==> src/rtl/arcade_input_ctrl.sv <==
// Player-input front end: merges PS/2 key events and HPS joystick words into
// registered per-player lines, with autofire, shared control, coin shaping and DIP capture.
module arcade_input_ctrl #(
  parameter int PLAYERS   = 2,
  parameter int DIP_BYTES = 8,
  parameter int COIN_MIN  = 4000000,
  parameter int AF_DIV    = 1333333
) (
  input  logic                   clk_sys,
  input  logic                   reset_n,
  input  logic [10:0]            ps2_key,
  input  logic [16*PLAYERS-1:0]  joy_in,
  input  logic                   ioctl_wr,
  input  logic [7:0]             ioctl_index,
  input  logic [24:0]            ioctl_addr,
  input  logic [7:0]             ioctl_dout,
  input  logic [1:0]             autofire_en,
  input  logic                   shared_ctrl,
  output logic [4*PLAYERS-1:0]   p_dir,
  output logic [2*PLAYERS-1:0]   p_fire,
  output logic [PLAYERS-1:0]     p_start,
  output logic                   coin,
  output logic [8*DIP_BYTES-1:0] dip,
  output logic                   dip_valid
);

  localparam int CW = $clog2(COIN_MIN);
  localparam int AW = $clog2(AF_DIV);

  // ---------------------------------------------------------------- keyboard
  logic            old_tgl;
  logic            key_event;
  logic            key_down;
  logic [1:0][3:0] key_dir;
  logic [1:0][1:0] key_fire;
  logic [1:0]      key_start;
  logic            key_coin;

  assign key_event = (old_tgl != ps2_key[10]);
  assign key_down  = ps2_key[9];

  always_ff @(posedge clk_sys or negedge reset_n) begin
    if (!reset_n) begin
      old_tgl   <= 1'b0;
      key_dir   <= '0;
      key_fire  <= '0;
      key_start <= '0;
      key_coin  <= 1'b0;
    end else begin
      old_tgl <= ps2_key[10];
      if (key_event) begin
        case (ps2_key[7:0])
          8'h75:        key_dir[0][3] <= key_down;
          8'h72:        key_dir[0][2] <= key_down;
          8'h6B:        key_dir[0][1] <= key_down;
          8'h74:        key_dir[0][0] <= key_down;
          8'h14:        key_fire[0][0] <= key_down;
          8'h11:        key_fire[0][1] <= key_down;
          8'h05, 8'h16: key_start[0] <= key_down;
          8'h2D:        if (PLAYERS > 1) key_dir[1][3] <= key_down;
          8'h2B:        if (PLAYERS > 1) key_dir[1][2] <= key_down;
          8'h23:        if (PLAYERS > 1) key_dir[1][1] <= key_down;
          8'h34:        if (PLAYERS > 1) key_dir[1][0] <= key_down;
          8'h1C:        if (PLAYERS > 1) key_fire[1][0] <= key_down;
          8'h1B:        if (PLAYERS > 1) key_fire[1][1] <= key_down;
          8'h06, 8'h1E: if (PLAYERS > 1) key_start[1] <= key_down;
          8'h76, 8'h2E, 8'h36: key_coin <= key_down;
          default: ;
        endcase
      end
    end
  end

  // ------------------------------------------------------- per-player merge
  logic [PLAYERS-1:0][3:0] raw_dir;
  logic [PLAYERS-1:0][1:0] raw_fire;
  logic [PLAYERS-1:0]      raw_start;
  logic [PLAYERS-1:0]      joy_coin;
  logic [PLAYERS-1:0]      unused_joy;

  for (genvar gi = 0; gi < PLAYERS; gi++) begin : g_player
    logic [15:0] joy;
    assign joy = joy_in[16*gi +: 16];
    if (gi < 2) begin : g_kbd
      assign raw_dir[gi]   = joy[3:0] | key_dir[gi];
      assign raw_fire[gi]  = joy[5:4] | key_fire[gi];
      assign raw_start[gi] = joy[6]   | key_start[gi];
    end else begin : g_joy
      assign raw_dir[gi]   = joy[3:0];
      assign raw_fire[gi]  = joy[5:4];
      assign raw_start[gi] = joy[6];
    end
    assign joy_coin[gi]   = joy[8];
    assign unused_joy[gi] = ^{joy[15:9], joy[7]};
  end

  logic unused_ok;
  assign unused_ok = ^{ps2_key[8], unused_joy};

  // ------------------------------------------------------------- autofire
  logic [AW-1:0] af_cnt;
  logic          af_phase;

  always_ff @(posedge clk_sys or negedge reset_n) begin
    if (!reset_n) begin
      af_cnt   <= '0;
      af_phase <= 1'b0;
    end else if (af_cnt == AW'(AF_DIV - 1)) begin
      af_cnt   <= '0;
      af_phase <= ~af_phase;
    end else begin
      af_cnt <= af_cnt + AW'(1);
    end
  end

  // ------------------------------------------------ shared mode and outputs
  logic [3:0]           any_dir;
  logic [1:0]           any_fire;
  logic [1:0]           af_mask;
  logic [4*PLAYERS-1:0] dir_next;
  logic [2*PLAYERS-1:0] fire_next;

  always_comb begin
    any_dir  = '0;
    any_fire = '0;
    for (int p = 0; p < PLAYERS; p++) begin
      any_dir  |= raw_dir[p];
      any_fire |= raw_fire[p];
    end
  end

  // A disabled autofire bit passes fire straight through.
  assign af_mask = ~autofire_en | {2{af_phase}};

  for (genvar gi = 0; gi < PLAYERS; gi++) begin : g_out
    assign dir_next[4*gi +: 4]  = shared_ctrl ? any_dir : raw_dir[gi];
    assign fire_next[2*gi +: 2] = (shared_ctrl ? any_fire : raw_fire[gi]) & af_mask;
  end

  always_ff @(posedge clk_sys or negedge reset_n) begin
    if (!reset_n) begin
      p_dir   <= '0;
      p_fire  <= '0;
      p_start <= '0;
    end else begin
      p_dir   <= dir_next;
      p_fire  <= fire_next;
      p_start <= raw_start;
    end
  end

  // ---------------------------------------------------------- coin shaper
  typedef enum logic [1:0] {C_IDLE, C_PULSE, C_HOLD, C_GAP} coin_state_t;

  coin_state_t state, state_next;
  logic [CW-1:0] ccnt, ccnt_next;
  logic          coin_raw;
  logic          coin_raw_d;

  assign coin_raw = key_coin | (|joy_coin);

  always_ff @(posedge clk_sys or negedge reset_n) begin
    if (!reset_n) begin
      state      <= C_IDLE;
      ccnt       <= '0;
      coin_raw_d <= 1'b0;
    end else begin
      state      <= state_next;
      ccnt       <= ccnt_next;
      coin_raw_d <= coin_raw;
    end
  end

  // The edge detector tracks coin_raw in every state, so a level still high
  // when GAP ends is not mistaken for a new insertion.
  always_comb begin
    state_next = state;
    ccnt_next  = ccnt;
    coin       = 1'b0;
    case (state)
      C_IDLE: begin
        if (coin_raw && !coin_raw_d) begin
          state_next = C_PULSE;
          ccnt_next  = CW'(COIN_MIN - 1);
        end
      end
      C_PULSE: begin
        coin = 1'b1;
        if (ccnt == '0) begin
          if (coin_raw) begin
            state_next = C_HOLD;
          end else begin
            state_next = C_GAP;
            ccnt_next  = CW'(COIN_MIN - 1);
          end
        end else begin
          ccnt_next = ccnt - CW'(1);
        end
      end
      C_HOLD: begin
        coin = 1'b1;
        if (!coin_raw) begin
          state_next = C_GAP;
          ccnt_next  = CW'(COIN_MIN - 1);
        end
      end
      C_GAP: begin
        if (ccnt == '0) state_next = C_IDLE;
        else            ccnt_next  = ccnt - CW'(1);
      end
      default: state_next = C_IDLE;
    endcase
  end

  // ---------------------------------------------------------- DIP capture
  logic dip_we;
  assign dip_we = ioctl_wr && (ioctl_index == 8'd254) && (ioctl_addr < 25'(DIP_BYTES));

  for (genvar gi = 0; gi < DIP_BYTES; gi++) begin : g_dip
    logic [7:0] dip_byte;
    always_ff @(posedge clk_sys or negedge reset_n) begin
      if (!reset_n)                                 dip_byte <= '0;
      else if (dip_we && ioctl_addr[2:0] == 3'(gi)) dip_byte <= ioctl_dout;
    end
    assign dip[8*gi +: 8] = dip_byte;
  end

  always_ff @(posedge clk_sys or negedge reset_n) begin
    if (!reset_n)                                            dip_valid <= 1'b0;
    else if (dip_we && ioctl_addr[2:0] == 3'(DIP_BYTES - 1)) dip_valid <= 1'b1;
  end

endmodule

==> config.mk <==
export PLATFORM = sky130hd
export DESIGN_NAME = arcade_input_ctrl
export DESIGN_NICKNAME = d
export VERILOG_FILES = /design/src/rtl/arcade_input_ctrl.sv
export SDC_FILE = /design/constraint.sdc
export NUM_CORES = 1
export LEC_CHECK = 0
export ABC_AREA = 1
export ABC_CLOCK_PERIOD_IN_PS = 1900
export BUFFER_PORTS_ARGS = -buffer_cell sky130_fd_sc_hd__buf_2
export CAP_MARGIN = 20
export CORE_AREA = 3 3 130 132
export CTS_CLUSTER_DIAMETER = 150
export DETAILED_ROUTE_END_ITERATION = 6
export DIE_AREA = 0 0 133 135
export PLACE_DENSITY = 0.68
export SYNTH_ARGS = -nofsm -noshare
export SYNTH_HDL_FRONTEND = slang
export SYNTH_SLANG_ARGS = --single-unit
==> constraint.sdc <==
create_clock -name clk_sys -period 1.9 [get_ports clk_sys]
set_input_delay 0.19 -clock clk_sys [delete_from_list [all_inputs] [get_ports clk_sys]]
set_output_delay 0.19 -clock clk_sys [all_outputs]
set_load 0.05 [all_outputs]
==> summary.md, run 1 <==
| Metric | Value |
|---|---|
| FF/Latch Area | 3550 um2 |
| Initial Utilization | 45.0% |
| Die area | 18,000 um2 |
| CTS tree | built |
| Synthesized netlist cell count | 927 |
| Post-synthesis sequential area ratio | 49.9% |
| Mapped Area | 7120 um2 |
| Remaining Overflow, GRT | 0 |
| Pwr dens | 1090 nW/um2 |
| Gr usage total | 21.8% |
| CTS root buffer | clkbuf_16 |
| Remaining antenna violation count | 0 |
| Multi-input gate area | 3150 um2 |
| Synth Register Bits | 142 |
| Die W | 133 um |
| Routed met3 length | 1000 um |
| Cell count after placement | 1,318 |
| Initial antenna violation count | 0 |
| CTS H-tree lvls | 4 |
| Crit-path slowest cell | dfrtp_1 |
| Crit-path max cell delay | 0.42 ns |
| Final Non-Filler Cells | 1,365 |
| Row count | 46 |
| Placer Congestion | 0.895 |
| Relative slew margins | 66.4% |
| Pin count of the biggest net entering global routing | 43 |
| Worst Path Max Fanout | 7 |
| Clock power frac | 35.2% |
| VDD IR max | 0.648 mV |
| Leakage | 4.85 nW |
| Area growth from synthesis to layout | 30.2% |
| Synthesized net count | 1,026 |
| NetSw | 0.00343 W |
| Slew @ Worst Pin | 0.502 ns |
| Drt first pass iters | 5 |
| Comb pwr share | 30.6% |
| P_int | 0.00671 W |
| Crit path time final | 1.73 ns |
| Setup TNS | 0 ns |
| Fin nets | 1,236 |
| Critical path data required time | 2.21 ns |
| Diode count | 0 |
| Status | complete, no violations |
| Highest routed layer | met4 |
| Fin. Hold Viols | 0 |
| Drt drc | 0 |
| Core area | 15,800 um2 |
| Routed WL | 19,100 um |
| Unique masters post-synth | 31 |
| Number of max-cap violations | 0 |
| CTS sink cnt | 142 |
| Sequential Power Share | 34.2% |
| Drt initial violations | 398 |
| Switching part of the total power | 33.9% |
| WP buf/inv | 0 |
| M1 wire length | 8100 um |
| Slew Limit Fails | 0 |
| CP top delay family | simple AND/OR/NAND/NOR gates |
| Crit path capture type | flop |
| Post-Layout Inst Area | 9270 um2 |
| CTS max path bufs | 2 |
| Ports | 170 |
| Vias | 6,834 |
| Layout cells sized above 1 | 22.1% |
| Final setup violation count | 0 |
| Placed cell area | 8410 um2 |
| Worst Path Arrival | 2.04 ns |
| Hpwl dp | 13,900 um |
| Clock skew | 0.00555 ns |
| Hold Path Class | in2reg |
| F_max | 579 MHz |
| Count of buffers from port buffering | 152 |
| Critical-path cell list | nor2_1 > nand2_2 > nor2_2 > nand4_1 > nand3_1 > nand2_1 > nor2_1 > nor2_1 |
| Met2 wire length | 9420 um |
| Final Cycle Share | 90.9% |
| WS Path Type | reg2reg |
| Via/cell ratio | 5.01 |
| Mean post-synth cell area | 7.68 um2 |
| CP dominant cell by count | nor2_1 |
| First-pass GRT wire length | 31,600 um |
| Vias in the first global route | 6,520 |
| Clock buffers created by TritonCTS | 17 |
| Critical Path Start Type | flop |
| Die H | 135 um |
| DR WL/cell | 14.0 um |
| Clock-pin slew of the registers on the worst-case setup and hold paths | 0.06 ns |
| Clock Latency Late Sink | 0.42 ns |
| Synthesis warning total | 0 |
| Fill count | 1,435 |
-- registers in the layout, indices dropped and copies added (netlist names), 2 cells and up --
register        cells
key_fire            4
state               2
p_start             2
af_cnt             21
p_dir               8
g_dip.dip_byte     64
ccnt               22
p_fire              4
key_dir             8
key_start           2
-- layout by cell type (no fill, tap or decap), types with 13 or more instances in the layout --
master     netlist  layout
xor2_1          17      17
o21ai_0        109     109
nand4_1         20      20
nor3_1          13      13
clkbuf_16        0      17
buf_4            1      40
nand3_1         68      68
buf_2           11     151
a21oi_1         14      14
inv_1           99      98
nor2_1         130     121
dfrtp_1        142     141
nand2_1        248     244
-- routing by layer --
metal | GRT usage [%] | up-vias
met4 | 8.72 | 0
met1 | 27.3 | 3169
met5 | 0 | -
met3 | 4.32 | 43
met2 | 37.3 | 206
li1 | - | 3416
-- power by group through the flow --
| stage | sequential, W | combinational, W | clock [W] |
|---|---|---|---|
| 3_3_place_gp | 0.00351 | 0.00286 | 0 |
| 6_report | 0.00347 | 0.00310 | 0.00357 |
| 5_1_grt | 0.00351 | 0.00349 | 0.00377 |
| 4_1_cts | 0.00346 | 0.00296 | 0.00362 |
| 2_1_floorplan | 0.00356 | 0.00183 | 0 |
| 3_5_place_dp | 0.00351 | 0.00291 | 0 |
-- worst paths after layout --
check / startpoint / to / slack (ns) / cells after the start
max: ccnt[6]$_DFFE_PN0P_ / ccnt[6]$_DFFE_PN0P_ / 0.17 / 8
min: joy_in[21] / p_fire[3]$_DFF_PN0_ / 0.06 / 3
max reg2reg: ccnt[6]$_DFFE_PN0P_ / ccnt[6]$_DFFE_PN0P_ / 0.17 / 8
min reg2reg: dip_valid$_DFFE_PN0P_ / dip_valid$_DFFE_PN0P_ / 0.47 / 2
max in group asynchronous: reset_n / g_dip[7].dip_byte[3]$_DFFE_PN0P_ / 1.04 / 3
min in group asynchronous: reset_n / ccnt[11]$_DFFE_PN0P_ / 0.27 / 2
-- kinds of logic (layout without fill, tap and decap cells) --
kind of cell               count (synthesis)  in the layout  synth area share, %
adders and majority gates                  9              9                 1.58
AOI/OAI and AO/OA                        133            133                 9.49
and+or+nand+nor                          505            505                 30.0
DFF                                      142            142                 49.9
buffers and inverters                    118            340                 6.57
xor gates and xnor gates                  20             20                 2.46
-- area by class of cell --
type	instances	share of cell area (%)
clock buffers	20	4.93
clock inverters	11	1.92
multi-input cells	667	34.0
repair buffers	209	13.8
flip-flops and latches	142	38.3
well taps	216	2.91
inverters	100	4.09
-- worst min-delay path: cells and delay by family --
kind            cells  cell delay [ns]
buf+inv             1             0.10
simple gates        1             0.07
compound gates      1             0.07
-- synthesized netlist by cell type --
cell type | number | area [um2]
nand3_1 | 68 | 340
buf_6 | 1 | 11.3
nand3b_1 | 2 | 15.0
dfrtp_1 | 142 | 3550
o21bai_1 | 2 | 15.0
or2_2 | 2 | 12.5
inv_1 | 99 | 372
o21ai_1 | 5 | 25.0
o21ai_0 | 109 | 546
and3_1 | 1 | 6.26
o211ai_1 | 1 | 7.51
xnor2_1 | 3 | 26.3
nor3b_2 | 1 | 12.5
nand3_2 | 1 | 10.0
and2_1 | 3 | 18.8
nand4_1 | 20 | 125
xor2_1 | 17 | 149
nor2_4 | 1 | 11.3
a21oi_1 | 14 | 70.1
nor3_1 | 13 | 65.1
clkbuf_1 | 5 | 18.8
nor3_2 | 2 | 20.0
buf_4 | 1 | 7.51
nor2_1 | 130 | 488
a31oi_1 | 2 | 12.5
nor4_1 | 10 | 62.6
ha_1 | 9 | 113
nand2_1 | 248 | 931
nor2_2 | 3 | 18.8
buf_2 | 11 | 55.1
clkinv_1 | 1 | 3.75
-- repair_timing --
action	CTS	global route
setup endpoints to repair	0	27
endpoints found under the hold margin	49	0
setup buffers	0	4
gates resized for setup	0	21
hold buffers	12	0
-- per-stage QoR --
step | worst slack [ns] | hold WS (ns) | power (W) | utilization (%)
after global placement | 0.0701 | 0.146 | 0.00637 | 53.1
after global routing | -0.0167 | 0.0804 | 0.0108 | 58.6
final | 0.173 | 0.0645 | 0.0101 | 58.6
after floorplan | 0.209 | -0.106 | 0.00539 | -
after detailed placement | 0.0496 | 0.145 | 0.00643 | 53.1
after CTS | 0.0195 | 0.0489 | 0.0100 | 57.9
Note: power is estimated with default switching activity, not from simulation.
==> run 2, diff against run 1 <==
--- a/config.mk
+++ b/config.mk
@@ -16,2 +16,3 @@
 export PLACE_DENSITY = 0.68
+export SLEW_MARGIN = 20
 export SYNTH_ARGS = -nofsm -noshare
==> constraint.sdc (replaced) <==
create_clock -name clk_sys -period 1.9 [get_ports clk_sys]
set_input_delay 0.285 -clock clk_sys [delete_from_list [all_inputs] [get_ports clk_sys]]
set_output_delay 0.285 -clock clk_sys [all_outputs]
set_load 0.05 [all_outputs]
==> summary.md, run 2 (synthesis gave the netlist of run 1 again) <==
| Metric | Value |
|---|---|
| Slew @ Worst Pin | 0.474 ns |
| Hold Path Class | in2reg |
| CTS max path bufs | 2 |
| Ports | 170 |
| Pwr dens | 1080 nW/um2 |
| Die area | 18,000 um2 |
| Most common cell after layout, fill and taps aside | nand2_1 |
| Drt drc | 0 |
| Largest regs | g_dip.dip_byte x64, ccnt x22, af_cnt x21 |
| Final hold slack | 0.0523 ns |
| Die W | 133 um |
| Initial Utilization | 45.0% |
| Critical Path Start Type | flop |
| Remaining Overflow, GRT | 0 |
| Highest-count cells in the layout ignoring fill and taps | nand2_1 (247), buf_2 (151), dfrtp_1 (142) |
| Setup TNS | 0 ns |
| F_max | 569 MHz |
| Drt initial violations | 403 |
| CTS sink cnt | 142 |
| CTS H-tree lvls | 4 |
| Crit path capture type | output pin |
| Die H | 135 um |
| Reg with most FFs | g_dip.dip_byte |
| Critical path data required time | 1.62 ns |
| Post-Layout Inst Area | 9100 um2 |
| Final Cycle Share | 92.4% |
| Drt first pass iters | 5 |
| WS Path Type | reg2out |
| Remaining antenna violation count | 0 |
| Worst Path Arrival | 1.47 ns |
| Gr usage total | 21.5% |
| Via/cell ratio | 4.95 |
| Status | complete, no violations |
| Fin. Hold Viols | 0 |
| First-pass GRT wire length | 31,000 um |
| Area growth from synthesis to layout | 27.8% |
| CTS tree | built |
| Count of buffers from port buffering | 152 |
| Row count | 46 |
| Clock buffers created by TritonCTS | 17 |
| Placed cell area | 8450 um2 |
| Placer Congestion | 0.891 |
| Clock-pin slew of the registers on the worst-case setup and hold paths | 0.06 ns |
| DR WL/cell | 13.6 um |
| Final setup violation count | 0 |
| Vias in the first global route | 6,386 |
| Pin count of the biggest net entering global routing | 50 |
| Diode count | 0 |
| Vias | 6,707 |
| CTS root buffer | clkbuf_16 |
| Clock Latency Late Sink | 0.42 ns |
| VDD IR max | 0.700 mV |
| Slew Limit Fails | 0 |
| Core area | 15,800 um2 |
| Worst Path Max Fanout | 4 |
| Initial antenna violation count | 0 |
| Max reg flops | 64 |
| Relative slew margins | 68.3% |
| Routed WL | 18,400 um |
| Fin nets | 1,226 |
| Final Util | 57.5% |
| RSZ-0062 raised after global routing | no |
| Setup WS post-layout | 0.144 ns |
| Clock skew | 0.0104 ns |
| Crit path time final | 1.76 ns |
| Post-place setup slack | 0.102 ns |
| Number of max-cap violations | 0 |
| Layout cells sized above 1 | 21.3% |
| Hpwl dp | 13,700 um |
| Leakage | 4.77 nW |
## run 2: critical path: stages (launching register included)
cell and delay, ns:
dfrtp_1 0.40, inv_1 0.11, ha_1 0.30, buf_2 0.26
## run 2: worst paths after layout
kind | cells past startpoint | slack [ns] | endpoint | start
max reg2reg | 8 | 0.16 | ccnt[1]$_DFFE_PN0P_ | key_coin$_DFFE_PN0P_
min reg2reg | 1 | 0.46 | p_start[0]$_DFF_PN0_ | key_start[0]$_DFFE_PN0P_
max in group asynchronous | 3 | 0.94 | g_dip[3].dip_byte[3]$_DFFE_PN0P_ | reset_n
min in group asynchronous | 2 | 0.35 | ccnt[11]$_DFFE_PN0P_ | reset_n
min | 2 | 0.05 | p_start[1]$_DFF_PN0_ | joy_in[22]
max | 3 | 0.14 | coin | state[1]$_DFFE_PN0P_
## run 2: where the power goes
group	switching, W	internal [W]
sequential	0.000203	0.00327
combinational	0.00187	0.00112
clock	0.00127	0.00207
total	0.00335	0.00645
## run 2: metrics by stage
step                      power, W  std cells
after floorplan            0.00539        927
after global placement     0.00640       1321
after CTS                  0.00983       1354
after global routing        0.0105       1355
after detailed placement   0.00645       1321
final                      0.00980       1355
## run 2: final cells by class
type	instances	area (um2)
Clock buffer	19	433
Sequential cell	142	3550
Clock inverter	12	161
Timing Repair Buffer	199	1190
Inverter	100	379
Multi-Input combinational cell	667	3120
Fill cell	1463	6730
Tap cell	216	270
## run 2: repair_timing
item                       CTS  global route
hold buffers                 2             0
buffers inserted             0             1
resized for setup            0             7
setup endpoints to repair    0            23
hold endpoints to repair    38             0
## run 2: metal layers
layer | part of all wire (%) | up-vias | wire, um | global-route usage, %
li1 | - | 3403 | - | -
met1 | 43 | 3109 | 7980 | 26.5
met2 | 50 | 163 | 9260 | 37.3
met3 | 4.5 | 32 | 832 | 4.36
met4 | 2.0 | 0 | 376 | 8.20
met5 | 0 | - | 0 | 0
==> run 3, diff against run 2 <==
Settings changed: ABC_AREA 1 to not set, CORE_AREA 3 3 130 132 to 3 3 126 128, DIE_AREA 0 0 133 135 to 0 0 129 131, PLACE_DENSITY 0.68 to 0.69.
==> summary.md, run 3 <==
| Metric | Value |
|---|---|
| VDD IR max | 0.623 mV |
| CTS root buffer | clkbuf_16 |
| Setup WS post-layout | -0.469 ns |
| Synthesized netlist cell count | 622 |
| Mapped Area | 6680 um2 |
| Clock-pin slew of the registers on the worst-case setup and hold paths | 0.06 ns |
| Post-synthesis simple-gate area fraction | 18.1% |
| Primary FF master, synth | dfrtp_1 |
| Slew @ Worst Pin | 0.460 ns |
| Ports | 170 |
| Failing checks | setup timing |
| CTS tree | built |
| Drt drc | 0 |
| Area growth from synthesis to layout | 41.4% |
| Drt initial violations | 345 |
| Fin nets | 986 |
| Die H | 131 um |
| Hold Path Class | in2reg |
| Die W | 129 um |
| Reg with most FFs | g_dip.dip_byte |
| WS Path Type | reg2reg |
| Post-synthesis xor/xnor area fraction | 3.41% |
| Mean post-synth cell area | 10.7 um2 |
| Fin. Hold Viols | 0 |
| Placer Congestion | 0.884 |
| Row count | 45 |
| CTS sink cnt | 142 |
| Worst Path Max Fanout | 6 |
| Routed WL | 18,600 um |
| Worst Path Arrival | 2.67 ns |
| Status | finished with violations |
| Die area | 16,900 um2 |
| Synth cell count leaders | dfrtp_1 (142), mux2_2 (68), nor2_1 (62) |
| DR WL/cell | 17.1 um |
| Synth Register Bits | 142 |
| Highest-count cells in the layout ignoring fill and taps | buf_2 (151), dfrtp_1 (142), buf_4 (86) |
| Synthesis warning total | 0 |
| Diode count | 0 |
| Gr usage total | 21.9% |
| Slew Limit Fails | 0 |
| Pwr Total | 0.00678 W |
| Remaining Overflow, GRT | 0 |
| Synth Area in Compound Gates | 10.2% |
| Critical path data required time | 2.20 ns |
| CTS max path bufs | 2 |
| Hpwl dp | 13,500 um |
| Vias in the first global route | 6,064 |
| Relative slew margins | 69.4% |
| Adder-cell area share of the yosys netlist | 1.69% |
| Clock buffers created by TritonCTS | 17 |
| Pwr dens | 718 nW/um2 |
| CTS H-tree lvls | 4 |
| Post-synth top area cell | dfrtp_1 |
| Most frequent cell after synthesis | dfrtp_1 |
| Crit path time final | 2.37 ns |
| Vias | 5,973 |
| Final setup violation count | 24 |
| Max reg flops | 64 |
| Largest regs | g_dip.dip_byte x64, ccnt x22, af_cnt x21 |
| First-pass GRT wire length | 29,500 um |
| Synthesized net count | 721 |
| RSZ-0062 raised after global routing | yes |
| Remaining antenna violation count | 0 |
| Critical Path Start Type | flop |
| Unique masters post-synth | 60 |
| Initial Utilization | 44.6% |
| Largest family of logic cells by synthesized area | simple AND/OR/NAND/NOR gates |
| Crit path capture type | flop |
| Pin count of the biggest net entering global routing | 58 |
| Final Util | 63.0% |
| Top post-synthesis cells by area | dfrtp_1 (53%), mux2_2 (11%), nor2_1 (3.5%) |
| Core area | 15,000 um2 |
| Final Cycle Share | 125% |
| EDFF count, synth | 0 |
| F_max | 422 MHz |
| Post-synthesis sequential area ratio | 53.2% |
| Clock Latency Late Sink | 0.43 ns |
| Post-synth ARST share | 100% |
| Leakage | 4.67 nW |
| Via/cell ratio | 5.49 |
| Initial antenna violation count | 0 |
| Most common cell after layout, fill and taps aside | buf_2 |
| Count of buffers from port buffering | 152 |
| Synth top area share | 53.2% |
| Drt first pass iters | 7 |
| Mux cell area share after synthesis | 11.6% |
| Number of max-cap violations | 0 |
| Layout cells sized above 1 | 46.2% |
| Clock skew | 0.00701 ns |
| R2r setup slk | -0.47 ns |
==> run 3: cell types whose count changed after synthesis, moves of 10 or more <==
cell	delta
inv_1	-86
nand3_1	-44
o21ai_0	-64
buf_2	-11
xnor2_1	+10
nand4_1	-13
a21oi_1	+11
nor2_1	-68
nor3_1	+15
mux2_2	+68
nand2_1	-194
==> run 3: power breakdown <==
group | switching [W] | total, W | leakage, nW | internal, W
sequential | 0.0000202 | 0.00308 | 1.85 | 0.00306
combinational | 0.000271 | 0.000406 | 2.54 | 0.000136
clock | 0.00125 | 0.00329 | 0.280 | 0.00204
==> run 3: repair_timing <==
action                                  CTS  global route
hold buffers                              2             0
hold endpoints to repair                 45             0
gates resized for setup                  38            31
setup buffers                             8             4
pin swaps                                16            15
endpoints found under the setup margin   24            30
==> run 3: cells by family (layout without fill, tap and decap cells) <==
group,count (synthesis),after routing
and+or+nand+nor,240,240
DFF,142,142
AOI/OAI and AO/OA,108,108
muxes,69,69
buffers and inverters,28,305
xor gates and xnor gates,26,26
adders and majority gates,9,9
==> run 3: through the flow <==
stage | instance area, um2 | setup TNS, ns | hold slack [ns] | setup WS, ns | std cells
global placement | 8490 | -19.08 | 0.243 | -0.453 | 1044
detailed placement | 8490 | -24.41 | 0.250 | -0.510 | 1044
global route | 9440 | -9.31 | 0.0505 | -0.500 | 1087
CTS | 9290 | -6.97 | 0.0369 | -0.375 | 1084
floorplan | 6780 | -7.04 | -0.0106 | -0.391 | 622
finish | 9440 | -7.98 | 0.0441 | -0.469 | 1087
==> run 3: layout make-up <==
class | instances | area (um2)
clock buffers | 23 | 478
clock inverters | 8 | 106
fillers | 1160 | 5540
inverters | 13 | 48.8
multi-input cells | 452 | 3300
flip-flops and latches | 142 | 3550
well taps | 188 | 235
repair buffers | 261 | 1710
==> run 3: worst paths after layout <==
check,startpoint,to,depth (start not counted)
worst max register to register,ccnt[0]$_DFFE_PN0P_,ccnt[4]$_DFFE_PN0P_,8
worst min register to register,dip_valid$_DFFE_PN0P_,dip_valid$_DFFE_PN0P_,1
worst max-delay path,ccnt[0]$_DFFE_PN0P_,ccnt[4]$_DFFE_PN0P_,8
max in group asynchronous,reset_n,af_cnt[18]$_DFF_PN0_,3
min in group asynchronous,reset_n,g_dip[5].dip_byte[2]$_DFFE_PN0P_,2
worst min-delay path,joy_in[6],p_start[0]$_DFF_PN0_,2
==> run 3: worst max-delay path, stage by stage (launching register included) <==
cell	delay [ns]
dfrtp_1	0.40
inv_2	0.09
ha_4	0.12
or4b_4	0.46
or3_4	0.42
nor2_8	0.17
a21o_4	0.19
nor2_4	0.05
o32a_1	0.34
==> run 3: layer usage <==
metal,GRT usage (%),vias to the layer above,wire length (um)
li1,-,2767,-
met1,27.4,2956,7840
met2,37.5,204,9350
met3,5.08,46,982
met4,7.41,0,380
met5,0,-,0
